**config.mk**
```make
export PLATFORM = sky130hd
export DESIGN_NAME = cache_line_fill_ctrl_flat
export DESIGN_NICKNAME = d
export VERILOG_FILES = /design/src/rtl/cache_line_fill_ctrl_pkg.sv /design/src/rtl/cache_line_fill_ctrl_if.sv /design/src/rtl/cache_line_fill_ctrl.sv /design/src/flat_wrapper.sv
export SDC_FILE = /design/constraint.sdc
export NUM_CORES = 1
export LEC_CHECK = 0
export BUFFER_PORTS_ARGS = -buffer_cell sky130_fd_sc_hd__buf_4
export CORE_AREA = 2 2 124 126
export CTS_CLUSTER_SIZE = 20
export DETAILED_ROUTE_END_ITERATION = 7
export DIE_AREA = 0 0 126 128
export HOLD_SLACK_MARGIN = 0.08
export PLACE_DENSITY = 0.51
export RECOVER_POWER = 50
export SLEW_MARGIN = 0
export SYNTH_ARGS = -nofsm -noshare
export SYNTH_HDL_FRONTEND = slang
export SYNTH_SLANG_ARGS = --single-unit
```
**constraint.sdc**
```tcl
create_clock -name clk -period 1.65 [get_ports clk]
set_input_delay 0.165 -clock clk [delete_from_list [all_inputs] [get_ports clk]]
set_output_delay 0.165 -clock clk [all_outputs]
set_load 0.03 [all_outputs]
```
**src/rtl/cache_line_fill_ctrl_pkg.sv**
```systemverilog
// Shared types for the line refill controller: FSM state encoding and access sizing.
package cache_line_fill_ctrl_pkg;

    localparam int WORD_BYTES_LOG2 = 2;

    typedef enum logic [1:0] {
        MEM_BYTE = 2'd0,
        MEM_HALF = 2'd1,
        MEM_WORD = 2'd2
    } memory_operation_size_e;

    typedef enum logic [2:0] {
        IDLE,
        WRITEBACK,
        FILL_ISSUE,
        FILL_WAIT,
        DONE
    } fill_state_e;

    // A direct-mapped cache still carries a one-bit way index.
    function automatic int way_width(input int assoc);
        return (assoc > 1) ? $clog2(assoc) : 1;
    endfunction

endpackage

```
**src/rtl/cache_line_fill_ctrl_if.sv**
```systemverilog
// Miss request, single-word memory port and data-array write port of the refill controller.
interface cache_line_fill_ctrl_if #(
    parameter int XLEN     = 32,
    parameter int SET_SIZE = 2,
    parameter int WAYW     = 1,
    parameter int WLW      = 3
);
    import cache_line_fill_ctrl_pkg::*;

    logic                   miss_valid;
    logic                   miss_ready;
    logic [SET_SIZE-1:0]    miss_set;
    logic [WAYW-1:0]        miss_way;
    logic                   miss_dirty;
    logic [XLEN-1:0]        miss_wb_addr;
    logic [XLEN-1:0]        miss_fill_addr;
    logic                   fill_done;

    logic                   mem_req_valid;
    logic                   mem_req_ready;
    logic                   mem_req_we;
    logic [XLEN-1:0]        mem_req_addr;
    logic [XLEN-1:0]        mem_req_wdata;
    logic                   mem_rsp_valid;
    logic [XLEN-1:0]        mem_rsp_rdata;

    logic                   dl_perform_write;
    logic [SET_SIZE-1:0]    dl_set;
    logic [WAYW-1:0]        dl_selected_way;
    logic [WLW-1:0]         dl_word_select;
    logic [1:0]             dl_byte_select;
    memory_operation_size_e dl_op_size;
    logic [XLEN-1:0]        dl_word_to_store;
    logic [XLEN-1:0]        dl_fetched_word;

    modport master (
        input  miss_valid, miss_set, miss_way, miss_dirty, miss_wb_addr, miss_fill_addr,
        input  mem_req_ready, mem_rsp_valid, mem_rsp_rdata, dl_fetched_word,
        output miss_ready, fill_done,
        output mem_req_valid, mem_req_we, mem_req_addr, mem_req_wdata,
        output dl_perform_write, dl_set, dl_selected_way, dl_word_select,
        output dl_byte_select, dl_op_size, dl_word_to_store
    );

    modport slave (
        output miss_valid, miss_set, miss_way, miss_dirty, miss_wb_addr, miss_fill_addr,
        output mem_req_ready, mem_rsp_valid, mem_rsp_rdata, dl_fetched_word,
        input  miss_ready, fill_done,
        input  mem_req_valid, mem_req_we, mem_req_addr, mem_req_wdata,
        input  dl_perform_write, dl_set, dl_selected_way, dl_word_select,
        input  dl_byte_select, dl_op_size, dl_word_to_store
    );

endinterface

```
**src/rtl/cache_line_fill_ctrl.sv**
```systemverilog
// Refills one cache line on a miss, writing back a dirty victim word by word first.
// Latency: clean miss with 0-wait memory and 1-cycle response = 2 cycles/word + 1 DONE cycle.
// Backpressure: request held stable while mem_req_ready=0; one read outstanding; miss held by requester.
module cache_line_fill_ctrl
    import cache_line_fill_ctrl_pkg::*;
#(
    parameter int XLEN           = 32,
    parameter int NUM_SETS       = 4,
    parameter int SET_SIZE       = 2,
    parameter int WORDS_PER_LINE = 8,
    parameter int ASSOC          = 1
) (
    input  logic                   clk,
    input  logic                   reset_n,
    cache_line_fill_ctrl_if.master bus
);

    localparam int WAYW = way_width(ASSOC);
    localparam int WLW  = $clog2(WORDS_PER_LINE);
    localparam logic [WLW-1:0]  LAST_WORD = WLW'(WORDS_PER_LINE - 1);
    localparam logic [XLEN-1:0] LINE_MASK =
        ~((XLEN'(1) << (WLW + WORD_BYTES_LOG2)) - XLEN'(1));

    fill_state_e         state;
    logic [WLW-1:0]      cnt;
    logic [SET_SIZE-1:0] set_q;
    logic [WAYW-1:0]     way_q;
    logic [XLEN-1:0]     wb_base;
    logic [XLEN-1:0]     fill_base;
    logic                miss_ready_q;
    logic                req_vld_q;
    logic                req_we_q;
    logic                done_q;

    logic req_hs;
    logic rsp_hs;

    assign req_hs = req_vld_q & bus.mem_req_ready;
    assign rsp_hs = (state == FILL_WAIT) & bus.mem_rsp_valid;

    always_ff @(posedge clk or negedge reset_n) begin
        if (!reset_n) begin
            state        <= IDLE;
            cnt          <= '0;
            set_q        <= '0;
            way_q        <= '0;
            wb_base      <= '0;
            fill_base    <= '0;
            miss_ready_q <= 1'b0;
            req_vld_q    <= 1'b0;
            req_we_q     <= 1'b0;
            done_q       <= 1'b0;
        end else begin
            case (state)
                IDLE: begin
                    if (bus.miss_valid && miss_ready_q) begin
                        set_q        <= bus.miss_set;
                        way_q        <= bus.miss_way;
                        wb_base      <= bus.miss_wb_addr & LINE_MASK;
                        fill_base    <= bus.miss_fill_addr & LINE_MASK;
                        cnt          <= '0;
                        miss_ready_q <= 1'b0;
                        req_vld_q    <= 1'b1;
                        req_we_q     <= bus.miss_dirty;
                        state        <= bus.miss_dirty ? WRITEBACK : FILL_ISSUE;
                    end else begin
                        miss_ready_q <= 1'b1;
                    end
                end
                WRITEBACK: begin
                    // Valid stays high across the switch to the first fill read.
                    if (req_hs) begin
                        if (cnt == LAST_WORD) begin
                            cnt      <= '0;
                            req_we_q <= 1'b0;
                            state    <= FILL_ISSUE;
                        end else begin
                            cnt <= cnt + 1'b1;
                        end
                    end
                end
                FILL_ISSUE: begin
                    if (req_hs) begin
                        req_vld_q <= 1'b0;
                        state     <= FILL_WAIT;
                    end
                end
                FILL_WAIT: begin
                    if (bus.mem_rsp_valid) begin
                        cnt <= cnt + 1'b1;
                        if (cnt == LAST_WORD) begin
                            done_q <= 1'b1;
                            state  <= DONE;
                        end else begin
                            req_vld_q <= 1'b1;
                            state     <= FILL_ISSUE;
                        end
                    end
                end
                DONE: begin
                    done_q       <= 1'b0;
                    miss_ready_q <= 1'b1;
                    state        <= IDLE;
                end
                default: state <= IDLE;
            endcase
        end
    end

    assign bus.miss_ready       = miss_ready_q;
    assign bus.fill_done        = done_q;
    assign bus.mem_req_valid    = req_vld_q;
    assign bus.mem_req_we       = req_we_q;
    assign bus.mem_req_addr     = ((state == WRITEBACK) ? wb_base : fill_base)
                                | (XLEN'(cnt) << WORD_BYTES_LOG2);
    assign bus.mem_req_wdata    = bus.dl_fetched_word;
    assign bus.dl_perform_write = rsp_hs;
    assign bus.dl_set           = set_q;
    assign bus.dl_selected_way  = way_q;
    assign bus.dl_word_select   = cnt;
    assign bus.dl_byte_select   = 2'd0;
    assign bus.dl_op_size       = MEM_WORD;
    assign bus.dl_word_to_store = bus.mem_rsp_rdata;

`ifndef SYNTHESIS
    always @(posedge clk) begin
        if (reset_n && bus.mem_rsp_valid && state != FILL_WAIT)
            assert (1'b0) else $warning("mem_rsp_valid with no read outstanding, ignored");
        if (reset_n && bus.miss_valid && miss_ready_q)
            assert (32'(bus.miss_set) < NUM_SETS) else $error("miss_set out of range");
    end
`endif

endmodule
```
**src/flat_wrapper.sv**
```systemverilog
// flat-port wrapper written by rule: the top's interface ports become plain ports
module cache_line_fill_ctrl_flat import cache_line_fill_ctrl_pkg::*;
#(
    parameter int XLEN           = 32,
    parameter int NUM_SETS       = 4,
    parameter int SET_SIZE       = 2,
    parameter int WORDS_PER_LINE = 8,
    parameter int ASSOC          = 1
)
  (clk, reset_n, bus_miss_valid, bus_miss_set, bus_miss_way, bus_miss_dirty, bus_miss_wb_addr, bus_miss_fill_addr, bus_mem_req_ready, bus_mem_rsp_valid, bus_mem_rsp_rdata, bus_dl_fetched_word, bus_miss_ready, bus_fill_done, bus_mem_req_valid, bus_mem_req_we, bus_mem_req_addr, bus_mem_req_wdata, bus_dl_perform_write, bus_dl_set, bus_dl_selected_way, bus_dl_word_select, bus_dl_byte_select, bus_dl_op_size, bus_dl_word_to_store);
  cache_line_fill_ctrl_if #(.XLEN(XLEN), .SET_SIZE(SET_SIZE)) bus_i ();
  input  logic clk;
  input  logic reset_n;
  input wire logic [$bits(bus_i.miss_valid)-1:0] bus_miss_valid;
  input wire logic [$bits(bus_i.miss_set)-1:0] bus_miss_set;
  input wire logic [$bits(bus_i.miss_way)-1:0] bus_miss_way;
  input wire logic [$bits(bus_i.miss_dirty)-1:0] bus_miss_dirty;
  input wire logic [$bits(bus_i.miss_wb_addr)-1:0] bus_miss_wb_addr;
  input wire logic [$bits(bus_i.miss_fill_addr)-1:0] bus_miss_fill_addr;
  input wire logic [$bits(bus_i.mem_req_ready)-1:0] bus_mem_req_ready;
  input wire logic [$bits(bus_i.mem_rsp_valid)-1:0] bus_mem_rsp_valid;
  input wire logic [$bits(bus_i.mem_rsp_rdata)-1:0] bus_mem_rsp_rdata;
  input wire logic [$bits(bus_i.dl_fetched_word)-1:0] bus_dl_fetched_word;
  output wire logic [$bits(bus_i.miss_ready)-1:0] bus_miss_ready;
  output wire logic [$bits(bus_i.fill_done)-1:0] bus_fill_done;
  output wire logic [$bits(bus_i.mem_req_valid)-1:0] bus_mem_req_valid;
  output wire logic [$bits(bus_i.mem_req_we)-1:0] bus_mem_req_we;
  output wire logic [$bits(bus_i.mem_req_addr)-1:0] bus_mem_req_addr;
  output wire logic [$bits(bus_i.mem_req_wdata)-1:0] bus_mem_req_wdata;
  output wire logic [$bits(bus_i.dl_perform_write)-1:0] bus_dl_perform_write;
  output wire logic [$bits(bus_i.dl_set)-1:0] bus_dl_set;
  output wire logic [$bits(bus_i.dl_selected_way)-1:0] bus_dl_selected_way;
  output wire logic [$bits(bus_i.dl_word_select)-1:0] bus_dl_word_select;
  output wire logic [$bits(bus_i.dl_byte_select)-1:0] bus_dl_byte_select;
  output wire logic [$bits(bus_i.dl_op_size)-1:0] bus_dl_op_size;
  output wire logic [$bits(bus_i.dl_word_to_store)-1:0] bus_dl_word_to_store;
  assign bus_i.miss_valid = bus_miss_valid;
  assign bus_i.miss_set = bus_miss_set;
  assign bus_i.miss_way = bus_miss_way;
  assign bus_i.miss_dirty = bus_miss_dirty;
  assign bus_i.miss_wb_addr = bus_miss_wb_addr;
  assign bus_i.miss_fill_addr = bus_miss_fill_addr;
  assign bus_i.mem_req_ready = bus_mem_req_ready;
  assign bus_i.mem_rsp_valid = bus_mem_rsp_valid;
  assign bus_i.mem_rsp_rdata = bus_mem_rsp_rdata;
  assign bus_i.dl_fetched_word = bus_dl_fetched_word;
  assign bus_miss_ready = bus_i.miss_ready;
  assign bus_fill_done = bus_i.fill_done;
  assign bus_mem_req_valid = bus_i.mem_req_valid;
  assign bus_mem_req_we = bus_i.mem_req_we;
  assign bus_mem_req_addr = bus_i.mem_req_addr;
  assign bus_mem_req_wdata = bus_i.mem_req_wdata;
  assign bus_dl_perform_write = bus_i.dl_perform_write;
  assign bus_dl_set = bus_i.dl_set;
  assign bus_dl_selected_way = bus_i.dl_selected_way;
  assign bus_dl_word_select = bus_i.dl_word_select;
  assign bus_dl_byte_select = bus_i.dl_byte_select;
  assign bus_dl_op_size = bus_i.dl_op_size;
  assign bus_dl_word_to_store = bus_i.dl_word_to_store;
  cache_line_fill_ctrl #(.XLEN(XLEN), .NUM_SETS(NUM_SETS), .SET_SIZE(SET_SIZE), .WORDS_PER_LINE(WORDS_PER_LINE), .ASSOC(ASSOC)) u_core (.clk(clk), .reset_n(reset_n), .bus(bus_i));
endmodule
```
======== Word-level counts from Yosys, hierarchy flattened ========
Cells that the tools add are included.
word-level totals
  bits in registers ....................... 67
  input bits .............................. 137
  output and inout bits ................... 111
  word-level logic and storage cells ...... 67
cells by class
  $add $sub $neg .......................... 1
  equal/unequal tests ..................... 12
  mux-type cells .......................... 28
  bitwise operators ....................... 3
  reduce and logical (&&, ||, !) cells .... 13
operators with widths
  operator             number
  $mux 32              1
  $or 32x5->32         1
  $mux 3               10
  $pmux 3 s4           1
  $mux 1               10
  $reduce_and 5->1     2
  $pmux 3 s3           1
  $ne 2x1->1 const B   4
  $reduce_and 4->1     2
  $eq 3x2->1 const B   2
  $eq 3x3->1 const B   2
  $ne 2x2->1 const B   3
  $pmux 1 s2           3
  $reduce_bool 2->1    3
  $reduce_bool 3->1    2
  $add 3x1->3 const B  1
  $eq 3x1->1 const B   1
  $logic_not 3->1      1
  $pmux 1 s3           1
  $reduce_and 3->1     1
  $and 1x1->1          2
  $mux 2               1
  $reduce_and 2->1     1
  $logic_and 1x1->1    1

======== Longest topological paths before layout ========
Gate-level depths: netlist of the first run.
  depth in word-level cells ............... 4
  gate-level depth with buffers ........... 6
  mapped depth without buffers ............ 6

======== Worst setup path before layout of the first run ========
OpenSTA, ideal clock, no wires.
  path kind ............................... register to register
  from .................................... reg u_core.cnt[0], in the netlist u_core.bus.dl_word_select[0]
  to ...................................... reg u_core.state[0]
  library setup time ...................... 0.128 ns
  arrival ................................. 1.626 ns
  data required time ...................... 1.522 ns
  path slack .............................. -0.104 ns
  cell stages (with the launch flop) ...... 7
  buffers on the path ..................... 0
  period minus slack after synthesis ...... 1.754 ns
  path through ............................ dfrtp_1 -> ha_1 -> ha_1 -> nand3_1 -> a32o_2 -> nor2b_1 -> mux2_1
on the way
  cells in the longest elaborated chain, start to end .. 3
RTL lines
  element                            RTL line                    RTL
  from (decl)                        cache_line_fill_ctrl.sv:25  logic [WLW-1:0] cnt;
  from (signal assigned)             cache_line_fill_ctrl.sv:78  cnt <= cnt + 1'b1;
  from (signal assigned)             cache_line_fill_ctrl.sv:90  cnt <= cnt + 1'b1;
  $eq 3x3->1                         cache_line_fill_ctrl.sv:73  if (cnt == LAST_WORD) begin
  $ne 2x1->1 (no source line)        -
  $reduce_and 5->1 (no source line)  -
  to (signal assigned)               cache_line_fill_ctrl.sv:65  state <= bus.miss_dirty ? WRITEBACK : FILL_ISSUE;
  to (decl)                          cache_line_fill_ctrl.sv:24  fill_state_e state;
Every way passes these cells.
A chain may end at the register's enable or synchronous reset.

======== Worst setup path in the final report of the first run ========
  from .................................... reg u_core.state[1]
  to ...................................... out bus_mem_req_addr[20]
on the way
  cells in the longest elaborated chain, start to end .. 3
RTL lines
  element       RTL line                     RTL
  $eq 3x1->1    cache_line_fill_ctrl.sv:114  assign bus.mem_req_addr = ((state == WRITEBACK) ? wb_base : fill_base)
  $mux 32       cache_line_fill_ctrl.sv:114
  $or 32x5->32  cache_line_fill_ctrl.sv:115  | (XLEN'(cnt) << WORD_BYTES_LOG2);
  to (decl)     flat_wrapper.sv:28           output wire logic [$bits(bus_i.mem_req_addr)-1:0] bus_mem_req_addr;
Every way passes these cells.

==> results of run 1 <==
[worst reg2reg max path: stages, from the launching register on]
cell and delay (ns):
dfrtp_2 0.42, buf_4 0.14, buf_6 0.12, nor4_4 0.28, buf_6 0.21, clkbuf_16 0.17
mux2_2 0.32
[Yosys cell counts (3+ instances only)]
library cell,number
mux2_1,11
buf_2,6
nand2_1,7
nor3_1,3
nor2_1,5
buf_4,75
o21ai_0,3
buf_6,4
dfrtp_1,67
a21oi_1,3
inv_1,6
mux2_2,76
[layer usage]
layer  vias to the layer above  part of all wire  global-route usage
li1                       1187                 -                   -
met1                      1311              0.43               0.133
met2                       104              0.48               0.186
met3                        37             0.065              0.0467
met4                         0             0.027              0.0601
met5                         -                 0                   0
[final cells by class]
cell class	instances	area, µm²
clock buffer	9	225
multi-input combinational	136	1670
timing repair buffer	201	2050
fill	1427	8920
clock inverter	7	45.0
tap	188	235
inverter	7	28.8
sequential	67	1680
[report_power, final]
group          switching (W)  internal (W)
Combinational        0.00237       0.00321
Sequential          0.000465       0.00241
Clock               0.000740       0.00101
Total                0.00358       0.00663
[metrics by stage]
step                      hold slack, ns  setup WS (ns)  area [µm²]  power (W)  utilization
after floorplan                   -0.131        -0.0117        3670    0.00572            -
after global placement             0.113       -0.00719        4220    0.00673        0.284
after detailed placement           0.120        -0.0164        4220    0.00684        0.284
after CTS                          0.118         -0.319        5390    0.00934        0.362
after global routing               0.172         -0.351        5940     0.0108        0.400
final                              0.169         -0.290        5940     0.0102        0.400
[repair_timing]
item                                   in CTS  in global routing
pin swaps                                   4                  3
endpoints found under the hold margin      84                  0
cloned                                      3                  9
setup endpoints to repair                  63                 90
resized for setup                          51                 93
buffers inserted                            8                  3
hold buffers                               58                  0
[flip-flops by register name, summed over array words and instances (netlist names)]
| name | flops |
|---|---|
| u_core.bus.mem_req_valid | 1 |
| u_core.wb_base | 27 |
| u_core.bus.dl_word_select | 3 |
| u_core.bus.dl_selected_way | 1 |
| u_core.fill_base | 27 |
| u_core.state | 3 |
| u_core.bus.mem_req_we | 1 |
| u_core.bus.fill_done | 1 |
| u_core.bus.miss_ready | 1 |
| u_core.bus.dl_set | 2 |
[placed cells by master (no fill, tap or decap), types with 3 or more instances in the layout]
cell | Yosys | layout
buf_16 | 0 | 3
mux2_4 | 0 | 85
buf_4 | 75 | 86
nor2_1 | 5 | 5
buf_6 | 4 | 40
conb_1 | 2 | 6
clkinvlp_4 | 0 | 4
nand2_1 | 7 | 6
a21oi_1 | 3 | 3
dfrtp_1 | 67 | 62
clkinv_2 | 0 | 3
dlygate4sd3_1 | 0 | 58
buf_12 | 0 | 4
inv_1 | 6 | 5
clkbuf_16 | 0 | 16
dfrtp_2 | 0 | 5
[cells by family (layout without fill, tap and decap cells)]
group,count (synthesis),after routing,share of synthesized area
AO/OA/AOI/OAI,13,13,0.0333
adder cells (fa/ha/maj),2,2,0.00686
buffers and inverters,92,224,0.182
flip-flops,67,67,0.460
multiplexers,89,89,0.274
other,2,6,0.00206
AND/OR/NAND/NOR,26,26,0.0419
[worst max-delay path by stage]
stage | endpoint | depth (start not counted) | from | slack (ns)
floorplan | bus_mem_req_addr[10] | 5 | u_core.state[2]$_DFFE_PN0P_ | -0.01
global placement | bus_mem_req_addr[9] | 4 | u_core.state[1]$_DFFE_PN0P_ | -0.007
detailed placement | bus_mem_req_addr[20] | 4 | u_core.state[1]$_DFFE_PN0P_ | -0.02
CTS | bus_mem_req_addr[30] | 5 | u_core.state[2]$_DFFE_PN0P_ | -0.32
global route | bus_mem_req_addr[20] | 5 | u_core.state[1]$_DFFE_PN0P_ | -0.35
finish | bus_mem_req_addr[20] | 5 | u_core.state[1]$_DFFE_PN0P_ | -0.29
==> metrics.yaml, run 1 <==
yosys:
  yosysWarnings: 0
  synth_area_leaders: "dfrtp_1, mux2_2, buf_4"
  synth_edf_count: 0
  synth_top_area_cell: "dfrtp_1"
  ys_types: 32
  postSynthAreaPerCell_um2: 12.5
  seq_area_frac_synth: 0.460
  synthesis.area_um2: 3650
  synth_ff_type: "dfrtp_1"
  synthArstFlopShare: 1.00
  synth_cells: 291
  ys_ff_latch: 67
  synth_top_cell_area_share: 0.460
critical_path:
  critical-path-max-stage-delay_ns: 0.42
  r2r_start: "u_core.state[1]$_DFFE_PN0P_"
  timing.rr.end: "u_core.fill_base[10]$_DFFE_PN0P_"
  path_cells: "nor3b_4, buf_6, clkbuf_16, mux2_4, buf_6"
  cpLargestDelayFamily: "buffers and inverters"
  startpoint_type: "flip-flop"
  critical_path_class: "flip-flop to primary output"
  crit_path_max_fanout: 5
  cp-end-kind: "primary output"
  critical_path_buf_inv_count: 3
  cp_slowest_cell: "dfrtp_2"
  cp.arrival_ns: 1.77
  cp_common_cell: "buf_6"
  r2r_cells: 6
  reg2reg_slack_ns: -0.14
  cp.required_ns: 1.48
timing:
  hold_viol: 0
  timing.fmax_ghz: 0.516
  fin_skew_ns: 0.00484
  rsz0062_at_grt: "yes"
  fin_setup_tns_ns: -13.93
  maxSlewHeadroom: 0.491
  min_period_over_period: 1.18
  setup_viol: 88
  worst_pin_slew_ns: 0.763
  maxSlewViolCount: 0
  min_period_ns: 1.94
  setup_ws_ns: -0.290
die:
  die-area_um2: 16100
  fp.dieH_um: 128
  core_um2: 14900
  die_w_um: 126
  initial_utilization: 0.245
  rows: 45
  io_pins: 248
clock_network:
  cts_tree: "yes"
  cts_sinks: 67
  cts_buffer_depth: 2
  clk_pin_slew_worst_paths_ns: 0.06
  insertion_delay_ns: 0.33
  htree_levels: 3
  cts_root_buffer: "clkbuf_16"
  cts_made_buffers: 9
power:
  cellPowerDensity_nw_per_um2: 1720
  ir_drop_mv: 0.901
  leakage_nw: 2.72
route:
  via_count: 2639
  vias_per_cell: 4.29
  drt_iter0_drc: 72
  drt_first_pass_iters: 4
  drc: 0
  ant_nets: 0
  drt_wl_total_mm: 10.3
  wl_per_cell_um: 16.8
place:
  io_buffers: 103
  placedCellCount: 518
  hpwl_mm: 5.67
  gp_congestion: 0.783
hold_path:
  hp-class: "input port to flip-flop"
  min_to: "u_core.state[2]$_DFFE_PN0P_"
  hold_start: "bus_mem_rsp_valid"
  worstHoldPathCells: 3
cells_and_area:
  layoutNonFillerInstCount: 615
  areaGrowthSynthToFinish_pct: 62.9
  drive_gt1_frac: 0.618
  antenna_cells: 0
  nNetsFinal: 561
global_routing:
  grt_pass1_wl_mm: 14.6
  grt_max_degree: 41
  grt_usage: 0.116
  grt-ovfl-total: 0
  antenna_found_initial: 0
  first_global_vias: 2894
run:
  cap_violations: 0
status:
  violations: "negative setup slack"
  status: "complete, but fails checks"
No activity file was read; power rests on OpenSTA's default activity.
==> run 2, diff against run 1 <==
--- a/config.mk
+++ b/config.mk
@@ -6,12 +6,13 @@
 export NUM_CORES = 1
 export LEC_CHECK = 0
 export BUFFER_PORTS_ARGS = -buffer_cell sky130_fd_sc_hd__buf_4
+export CAP_MARGIN = 20
 export CORE_AREA = 2 2 124 126
 export CTS_CLUSTER_SIZE = 20
 export DETAILED_ROUTE_END_ITERATION = 7
 export DIE_AREA = 0 0 126 128
 export HOLD_SLACK_MARGIN = 0.08
-export PLACE_DENSITY = 0.51
+export PLACE_DENSITY = 0.49
 export RECOVER_POWER = 50
 export SLEW_MARGIN = 0
 export SYNTH_ARGS = -nofsm -noshare
==> constraint.sdc (replaced) <==
create_clock -name clk -period 1.8 [get_ports clk]
set_input_delay 0.09 -clock clk [delete_from_list [all_inputs] [get_ports clk]]
set_output_delay 0.09 -clock clk [all_outputs]
set_load 0.03 [all_outputs]
==> metrics.yaml, run 2 (synthesis gave the netlist of run 1 again) <==
critical_path:
  cp_slowest_cell: "dfrtp_2"
  critical-path-max-stage-delay_ns: 0.43
  cp_common_cell: "buf_6"
  critical_path_class: "flip-flop to primary output"
  cp-end-kind: "primary output"
  path_cells: "nor3b_4, buf_6, clkbuf_16, mux2_4, buf_6"
  cp.required_ns: 1.71
  cpLargestDelayFamily: "buffers and inverters"
  crit_path_max_fanout: 5
  critical_path_buf_inv_count: 3
  cp.arrival_ns: 1.80
  startpoint_type: "flip-flop"
route:
  via_count: 2499
  drt_first_pass_iters: 3
  drt_wl_total_mm: 9.38
  drt_iter0_drc: 82
  wl_per_cell_um: 15.7
  ant_nets: 0
  drc: 0
  vias_per_cell: 4.19
cells_and_area:
  n_fill_cell: 1463
  nNetsFinal: 544
  layout_commonest_cell: "buf_4"
  finish.instance_area_um2: 5380
  multi_input_area_um2: 1440
  post-route-util: 0.362
  regArea_um2: 1680
  drive_gt1_frac: 0.554
  areaGrowthSynthToFinish_pct: 47.5
  layoutNonFillerInstCount: 596
  largestRegisters: "u_core.fill_base (27), u_core.wb_base (27)"
  antenna_cells: 0
  final_cell_mix: "buf_4, dfrtp_1, dlygate4sd3_1, mux2_2, buf_6"
global_routing:
  grt_usage: 0.111
  antenna_found_initial: 0
  first_global_vias: 2694
  grt-ovfl-total: 0
  grt_pass1_wl_mm: 13.9
  grt_max_degree: 50
timing:
  maxSlewHeadroom: 0.458
  setup_viol: 28
  maxSlewViolCount: 0
  worst_pin_slew_ns: 0.812
  hold_viol: 0
  setup_ws_ns: -0.0877
  fin_skew_ns: 0.00314
  timing.fmax_ghz: 0.530
  min_period_over_period: 1.05
  rsz0062_at_grt: "yes"
  fin_setup_tns_ns: -1.89
  min_period_ns: 1.89
die:
  core_um2: 14900
  fp.dieH_um: 128
  initial_utilization: 0.245
  io_pins: 248
  die_w_um: 126
  rows: 45
  die-area_um2: 16100
clock_network:
  cts_buffer_depth: 2
  cts_tree: "yes"
  cts_root_buffer: "clkbuf_16"
  htree_levels: 3
  cts_sinks: 67
  clk_pin_slew_worst_paths_ns: 0.05
  insertion_delay_ns: 0.33
  cts_made_buffers: 9
place:
  placedCellCount: 511
  gp_congestion: 0.750
  hpwl_mm: 5.57
  io_buffers: 103
  dpl_cell_area_um2: 4150
power:
  total_power_w: 0.00853
  leakage_nw: 2.45
  cellPowerDensity_nw_per_um2: 1590
  ir_drop_mv: 0.687
status:
  violations: "negative setup slack"
  status: "complete, but fails checks"
hold_path:
  hp-class: "input port to flip-flop"
run:
  cap_violations: 0
run 2: changes by cell type in the layout (fill, tap and decap cells not counted), sizes merged:
cell	before	now
dlygate4sd3	58	59
clkinvlp	4	1
buf	135	120
clkinv	3	1
run 2: worst register-to-register path: stages (launching register included):
cell and delay (ns):
dfrtp_1 0.41, nor3b_4 0.18, buf_6 0.14, buf_4 0.13
buf_4 0.12, a32o_2 0.26, nor2b_1 0.13, mux2_1 0.33
run 2: timing repair:
item                                    in CTS  in global routing
endpoints found under the setup margin      27                 77
hold buffers                                59                  0
gates resized for setup                     31                 34
hold endpoints to repair                    88                  0
gates cloned                                 1                  3
buffers inserted                             6                  2
pin swaps                                    1                  2
run 2: power by group:
part	total [W]	switching [W]	leakage [nW]	internal [W]
combinational	0.00430	0.00200	1.50	0.00230
clock	0.00161	0.000623	0.131	0.000989
sequential	0.00262	0.000411	0.818	0.00220
total	0.00853	0.00304	2.45	0.00549
run 2: per-layer routing:
metal / track usage / share of wire / up-vias
met5: 0 / 0 / -
met4: 0.0679 / 0.037 / 0
met3: 0.0513 / 0.082 / 42
met2: 0.170 / 0.48 / 91
met1: 0.126 / 0.41 / 1218
li1: - / - / 1148
run 2: layout make-up:
cell class / count / share of cell area
tap: 188 / 0.0437
inverter: 7 / 0.00488
clock buffer: 12 / 0.0477
sequential: 67 / 0.312
clock inverter: 2 / 0.00233
multi-input combinational: 136 / 0.267
timing repair buffer: 184 / 0.322
run 2: path summary, 6_finish.rpt:
kind,endpoint,start,slack [ns],depth (start not counted)
max,bus_mem_req_addr[24],u_core.state[1]$_DFFE_PN0P_,-0.09,5
min,u_core.state[1]$_DFFE_PN0P_,bus_miss_dirty,0.11,4
max reg2reg,u_core.state[0]$_DFFE_PN0P_,u_core.state[0]$_DFFE_PN0P_,-0.01,7
min reg2reg,u_core.wb_base[10]$_DFFE_PN0P_,u_core.wb_base[10]$_DFFE_PN0P_,0.49,1
max in group asynchronous,u_core.state[1]$_DFFE_PN0P_,reset_n,0.27,3
min in group asynchronous,u_core.fill_base[17]$_DFFE_PN0P_,reset_n,0.39,2
run 2: stage by stage:
stage	setup WS, ns	hold slack (ns)
2_1_floorplan	0.0464	-0.206
3_3_place_gp	0.101	0.0609
3_5_place_dp	0.0803	0.0685
4_1_cts	-0.140	0.0910
5_1_grt	-0.174	0.115
6_report	-0.0877	0.110
